[src/rtl/psg_ecfs_lvdcdc_sd_adc_dec.sv]
// Sinc3 decimator and comb section for the sigma-delta ADC path.
// Samples the free-running third integrator once per M-clock window, runs
// three comb (differentiator) stages at the decimated rate, normalises the
// result to 16 bits and strobes it out. After any restart the first three
// decimated samples only refill comb history, so no stale output escapes.
module psg_ecfs_lvdcdc_sd_adc_dec #(
  parameter int DATA_W = 22,
  parameter int OUT_W  = 16
) (
  input  logic              clk_adc,
  input  logic              reset_n,
  input  logic [DATA_W-1:0] cn_in,
  input  logic              enable,
  input  logic              sync,
  input  logic [1:0]        dec_rate,
  output logic [OUT_W-1:0]  dout,
  output logic              dout_valid
);

  typedef enum logic [1:0] {
    IDLE = 2'd0,
    FILL = 2'd1,
    RUN  = 2'd2
  } state_t;

  state_t            state_q, state_d;
  logic [1:0]        decRate_q;
  logic [6:0]        count_q, count_d;
  logic [6:0]        lastCount;
  logic [1:0]        prime_q, prime_d;
  logic [3:0]        shAmt;
  logic              restart;
  logic              flush;
  logic              takeSample;
  logic              emit;

  logic [DATA_W-1:0] d0Prev_q;
  logic [DATA_W-1:0] c1_q, c1Prev_q;
  logic [DATA_W-1:0] c2_q, c2Prev_q;
  logic [DATA_W-1:0] c3_q;
  logic [DATA_W-1:0] norm;
  logic              v1_q, e1_q;
  logic              v2_q, e2_q;
  logic              e3_q;
  logic              adv1, adv2, adv3;
  logic [OUT_W-1:0]  normSat;
  logic [OUT_W-1:0]  dout_q;
  logic              doutValid_q;

  // A sync pulse or any change of the rate select restarts the window.
  assign restart = enable & (sync | (dec_rate != decRate_q));

  // Window length and normalising shift for the selected decimation rate.
  always_comb begin
    lastCount = 7'd127;
    shAmt     = 4'd0;
    case (decRate_q)
      2'd0: begin lastCount = 7'd15;  shAmt = 4'd9; end
      2'd1: begin lastCount = 7'd31;  shAmt = 4'd6; end
      2'd2: begin lastCount = 7'd63;  shAmt = 4'd3; end
      default: begin lastCount = 7'd127; shAmt = 4'd0; end
    endcase
  end

  // Next-state logic: window counter, priming counter and sample strobe.
  always_comb begin
    state_d    = state_q;
    count_d    = count_q;
    prime_d    = prime_q;
    flush      = 1'b0;
    takeSample = 1'b0;
    emit       = 1'b0;
    if (!enable) begin
      state_d = IDLE;
      count_d = 7'd0;
      prime_d = 2'd0;
      flush   = 1'b1;
    end else if (restart) begin
      state_d = FILL;
      count_d = 7'd0;
      prime_d = 2'd0;
      flush   = 1'b1;
    end else begin
      if (count_q == lastCount) begin
        count_d    = 7'd0;
        takeSample = (state_q != IDLE);
      end else begin
        count_d = count_q + 7'd1;
      end
      case (state_q)
        IDLE: begin
          state_d = FILL;
          prime_d = 2'd0;
        end
        FILL: begin
          if (takeSample) begin
            if (prime_q == 2'd2) begin
              state_d = RUN;
              prime_d = 2'd0;
            end else begin
              prime_d = prime_q + 2'd1;
            end
          end
        end
        RUN: begin
          emit = takeSample;
        end
        default: begin
          state_d = IDLE;
        end
      endcase
    end
  end

  // Control registers: state, window counter, priming count, registered rate.
  always_ff @(posedge clk_adc or negedge reset_n) begin
    if (!reset_n) begin
      state_q   <= IDLE;
      count_q   <= 7'd0;
      prime_q   <= 2'd0;
      decRate_q <= 2'd0;
    end else begin
      state_q   <= state_d;
      count_q   <= count_d;
      prime_q   <= prime_d;
      decRate_q <= dec_rate;
    end
  end

  // A stage only advances when its input is valid and no restart is pending.
  assign adv1 = v1_q & ~flush;
  assign adv2 = v2_q & ~flush;
  assign adv3 = e3_q & ~flush;

  // Shift to full scale 2^21; values at or above 2^21 saturate to all ones.
  assign norm    = c3_q << shAmt;
  assign normSat = norm[DATA_W-1] ? {OUT_W{1'b1}} : norm[DATA_W-2 -: OUT_W];

  // Comb pipeline: the sample feeds c1 directly, then c2, c3, output register.
  always_ff @(posedge clk_adc or negedge reset_n) begin
    if (!reset_n) begin
      d0Prev_q    <= '0;
      c1_q        <= '0;
      c1Prev_q    <= '0;
      c2_q        <= '0;
      c2Prev_q    <= '0;
      c3_q        <= '0;
      v1_q        <= 1'b0;
      e1_q        <= 1'b0;
      v2_q        <= 1'b0;
      e2_q        <= 1'b0;
      e3_q        <= 1'b0;
      dout_q      <= '0;
      doutValid_q <= 1'b0;
    end else begin
      v1_q <= takeSample;
      e1_q <= emit;
      if (takeSample) begin
        c1_q     <= cn_in - d0Prev_q;
        d0Prev_q <= cn_in;
      end
      v2_q <= adv1;
      e2_q <= e1_q & adv1;
      if (adv1) begin
        c2_q     <= c1_q - c1Prev_q;
        c1Prev_q <= c1_q;
      end
      e3_q <= e2_q & adv2;
      if (adv2) begin
        c3_q     <= c2_q - c2Prev_q;
        c2Prev_q <= c2_q;
      end
      doutValid_q <= adv3;
      if (adv3) begin
        dout_q <= normSat;
      end
    end
  end

  assign dout       = dout_q;
  assign dout_valid = doutValid_q;

endmodule

[config.mk]
export PLATFORM = sky130hd
export DESIGN_NAME = psg_ecfs_lvdcdc_sd_adc_dec
export DESIGN_NICKNAME = d
export VERILOG_FILES = /design/src/rtl/psg_ecfs_lvdcdc_sd_adc_dec.sv
export SDC_FILE = /design/constraint.sdc
export NUM_CORES = 1
export LEC_CHECK = 0
export CAP_MARGIN = 20
export CORE_MARGIN = 2
export CORE_UTILIZATION = 45
export DETAILED_ROUTE_END_ITERATION = 12
export GPL_TIMING_DRIVEN = 0
export PLACE_DENSITY_LB_ADDON = 0.15
export SYNTH_ARGS = -nofsm -noshare
export SYNTH_HDL_FRONTEND = slang
export SYNTH_SLANG_ARGS = --single-unit
[constraint.sdc]
create_clock -name clk_adc -period 3.64 [get_ports clk_adc]
set_clock_uncertainty 0.2 [all_clocks]
set_input_delay 0.364 -clock clk_adc [delete_from_list [all_inputs] [get_ports clk_adc]]
set_output_delay 0.364 -clock clk_adc [all_outputs]
set_load 0.01 [all_outputs]
## Word level (Yosys, flattened, before mapping)

Index checks and enable logic that the tools add are counted.

- $add $sub $neg: 5
- Eq/ne operators: 11
- Shift-type cells: 1
- Muxes and demuxes: 26
- Bitwise operators: 8
- Reductions and logical operators: 5

Operators with widths:

| kind | number |
|---|---|
| $sub 22x22->22 | 3 |
| $shl 22x4->22 | 1 |
| $mux 7 | 3 |
| $pmux 7 s3 | 1 |
| $mux 16 | 1 |
| $mux 2 | 8 |
| $pmux 4 s3 | 1 |
| $mux 1 | 10 |
| $ne 4x4->1 const B | 2 |
| $add 7x1->7 const B | 1 |
| $eq 7x7->1 | 1 |
| $and 1x1->1 | 6 |
| $eq 2x2->1 const B | 3 |
| $pmux 2 s3 | 1 |
| $eq 2x1->1 const B | 2 |
| $logic_not 2->1 | 2 |
| $ne 4x1->1 const B | 1 |
| $pmux 2 s2 | 1 |
| $ne 3x3->1 const B | 1 |
| $reduce_and 3->1 | 1 |
| $add 2x1->2 const B | 1 |
| $ne 2x2->1 | 1 |
| $reduce_and 2->1 | 1 |
| $reduce_bool 2->1 | 1 |
| 2 further kinds | 2 |

- Bits in registers: 167
- Input bits: 28
- Output and inout port bits: 17
- Logic and storage cells: 73

## Longest topological paths before layout

- Word-level depth: 10
- Gate-level depth with buffers: 13

## Worst setup path before layout

Ideal clock, no wire load.

- Kind: reg-to-reg
- Start point: reg c2_q[0]
- End point: reg c3_q[18]
- Library setup time: 0.135 ns
- Data arrival time: 2.461 ns
- Required time: 3.305 ns
- Slack: 0.844 ns
- Cell stages (with the launch flop): 13
- Buffers on the path: 0
- Period minus slack after synthesis: 2.796 ns
- Cell sequence: dfrtp_1 -> inv_1 -> ha_1 -> inv_1 -> fa_1 -> a211oi_1 -> o211ai_1 -> a221oi_1 -> o21ai_1 -> a21oi_1 -> o21ai_1 -> xnor2_1 -> o21ai_0

- Cells in the longest elaborated chain, start to end: 1

Ends and longest elaborated chain:

| item | RTL line | source |
|---|---|---|
| start: declaration | 39 | `logic [DATA_W-1:0] c2_q, c2Prev_q;` |
| start signal: assignment | 165 | `c2_q <= c1_q - c1Prev_q;` |
| $sub 22x22->22 | 170 | `c3_q <= c2_q - c2Prev_q;` |
| end signal: assignment | 170 |  |
| end: declaration | 40 | `logic [DATA_W-1:0] c3_q;` |

No other way between the ends.
A chain may end at the register's enable or synchronous reset.

## Worst setup path after layout

Ends and elaborated chain as after synthesis.

==> results.sh <==
export IMPL_power_density_nw_per_um2=339.4
export IMPL_h_tree_depth=4
export IMPL_synth_flop_cell="dfrtp_1"
export IMPL_yosysTopAreaCellShare=0.4152
export IMPL_io_pins=45
export IMPL_area_growth_pct=14.11
export IMPL_async_flop_share=1.000
export IMPL_arrival_ns=3.41
export IMPL_period_minus_slack_ns=3.321
export IMPL_reg2reg_from="c2_q[0]$_DFFE_PN0P_"
export IMPL_worstPathCellList="inv_1, ha_1, inv_1, fa_1, a211oi_1, o211ai_1, a221oi_1, o21ai_1, a21oi_1, o21ai_1, xnor2_1, o21ai_0"
export IMPL_vias=7689
export IMPL_synth_seq_cells=167
export IMPL_max_stage_delay_ns=0.51
export IMPL_setup_violations_final=0
export IMPL_cts_sinks=167
export IMPL_synth_seq_area_share=0.4152
export IMPL_p_leak_nw=5.396
export IMPL_worstPathRequired_ns=3.73
export IMPL_final_setup_worst_slack_ns=0.3188
export IMPL_mostFrequentLayoutCell="dfrtp_1"
export IMPL_grt_ovfl_total=0
export IMPL_grt_start_max_net_pins=86
export IMPL_wl_per_cell_um=14.70
export IMPL_crit_fanout=3
export IMPL_grt_pass1_wl_um=36780
export IMPL_cts_tree="done"
export IMPL_track_usage=0.1893
export IMPL_drv_slew=0
export IMPL_clk_latency_ns=0.43
export IMPL_core_area_sq_um=21890
export IMPL_cap_violations=0
export IMPL_rsz0062_at_grt="no"
export IMPL_synth_area_sq_um=10060
export IMPL_status="complete, no violations"
export IMPL_holdWs_ns=0.2218
export IMPL_netlist_instances=1096
export IMPL_hold_start="dec_rate[0]"
export IMPL_numCtsBuffers=17
export IMPL_cp_end_kind="flip-flop"
export IMPL_drt_vias_per_instance=5.292
export IMPL_fin_setup_tns_ns=0
export IMPL_drt_wl_total_um=21360
export IMPL_synth_edf_count=0
export IMPL_die_y_um=153.6
export IMPL_fmax_ghz=0.3011
export IMPL_post_synth_num_cell_types=60
export IMPL_avgSynthCellArea_sq_um=9.183
export IMPL_antenna_found_initial=0
export IMPL_numPortBuffers=44
export IMPL_final_net_count=1260
export IMPL_grt_pass1_vias=7671
export IMPL_min_path_type="input pin to flip-flop"
export IMPL_ir_worst_vdd_mv=0.3037
export IMPL_report_final_hold_viol_count=0
export IMPL_cts_root_buf="clkbuf_16"
export IMPL_initial_core_util=0.4598
export IMPL_die_area_sq_um=23580
export IMPL_synth_area_top_cells="dfrtp_1, ha_1, o21ai_0"
export IMPL_place_gp_congestion=0.9008
export IMPL_post_route_drc_count=0
export IMPL_first_pass_iters=4
export IMPL_drt_iter0_drc=314
export IMPL_dp_hpwl_um=16230
export IMPL_rows=54
export IMPL_worst_pin_slew_ns=0.6656
export IMPL_clk_path_buf_depth=2
export IMPL_utilization=0.5246
export IMPL_relSlewSlack=0.5526
export IMPL_crit_path_start_kind="flip-flop"
export IMPL_post_route_period_util=0.9124
export IMPL_ant_nets=0
export IMPL_critical_path_class="flip-flop to flip-flop"
export IMPL_startpoint="c2_q[0]$_DFFE_PN0P_"
export IMPL_dpl_worst_slack_ns=0.1349
export IMPL_cts_clk_slew_worst_paths_ns=0.07
export IMPL_ys_warnings_count=0
export IMPL_layout_common_cells="dfrtp_1, nand2_1, o21ai_0, inv_1, ha_1"
export IMPL_synth_nets=1195
export IMPL_diodes=0
export IMPL_critPathSlowestCell="a221oi_1"
export IMPL_die_w_um=153.6
export IMPL_synth_largest_area_cell="dfrtp_1"
export IMPL_layout_drive_gt1_share=0.06394
[state kept, by name, summed over array words and instances, names as in the netlist, 7 cells and up]
register and cells:
d0Prev_q 22, c3_q 22, count_q 7, c2_q 22, c1Prev_q 22, dout 16, c2Prev_q 22, c1_q 22
[metrics by stage]
step                power [W]  area, sq um  std cells
detailed placement   0.002114        10890       1421
floorplan            0.002010        10060       1096
CTS                  0.003946        11480       1453
global placement     0.002110        10860       1420
global route         0.004055        11480       1453
finish               0.003898        11480       1453
[where the power goes]
part	total, W	internal [W]	switching, W
combinational	0.000216	0.0000880	0.000127
clock	0.00182	0.00104	0.000784
sequential	0.00186	0.00186	0.00000307
total	0.00390	0.00298	0.000914
[cell type report]
type | count | area [sq um]
plain buffers | 49 | 215.2
clock buffers | 19 | 442.9
clock inverters | 12 | 143.9
fillers | 2153 | 10410
inverters | 83 | 311.5
multi-input cells | 797 | 5359
flip-flops and latches | 167 | 4179
well taps | 280 | 350.3
repair buffers | 46 | 483.0
[cell usage after synthesis, types with 6 or more instances]
library cell,count
dfrtp_1,167
nand2_1,161
o21ai_0,124
inv_1,82
ha_1,68
a21oi_1,59
nor2_1,56
mux2i_1,43
clkbuf_1,37
xnor2_1,36
xor2_1,32
mux2_2,22
a211oi_1,17
a21o_1,16
o22a_1,16
a31oi_1,13
nor2b_1,13
nand3_1,12
nand2b_1,10
o21bai_1,9
nor3_1,8
and3_1,7
buf_2,7
nand4_1,6
o21a_1,6
o31ai_1,6
[routing by layer]
layer	up-vias	global-route usage	part of all wire
met3	23	0.02875	0.019
met5	-	0	0
met4	0	0.06422	0.021
met1	3639	0.2329	0.45
met2	94	0.3393	0.51
li1	3933	-	-
[critical path, delay by kind of cell, from the launching register on]
kind	cells	cell delay (ns)
AO/OA/AOI/OAI	7	1.68
flip-flops	1	0.39
XOR/XNOR	1	0.16
buffers and inverters	2	0.14
adder cells (fa/ha/maj)	2	0.59
[repair_timing]
item,4_1_cts,5_1_grt
setup endpoints to repair,0,0
hold endpoints to repair,82,0
setup buffers,0,0
gates resized for setup,0,0
hold buffers,1,0
[worst paths after layout]
check,to,slack [ns],depth (start not counted)
worst max-delay path,c3_q[18]$_DFFE_PN0P_,0.32,12
worst min-delay path,decRate_q[0]$_DFF_PN0_,0.22,1
worst max register to register,c3_q[18]$_DFFE_PN0P_,0.32,12
worst min register to register,e2_q$_DFF_PN0_,0.24,1
max in group asynchronous,c1Prev_q[16]$_DFFE_PN0P_,2.10,3
min in group asynchronous,decRate_q[0]$_DFF_PN0_,0.30,2
[cell families after synthesis]
| group | share of synthesized area |
|---|---|
| simple gates | 0.1251 |
| mux | 0.07633 |
| compound gates | 0.1814 |
| fa+ha+maj | 0.09050 |
| xor+xnor | 0.05917 |
| buf+inv | 0.05234 |
| flops | 0.4152 |
Note: power is estimated with default switching activity, not from simulation.
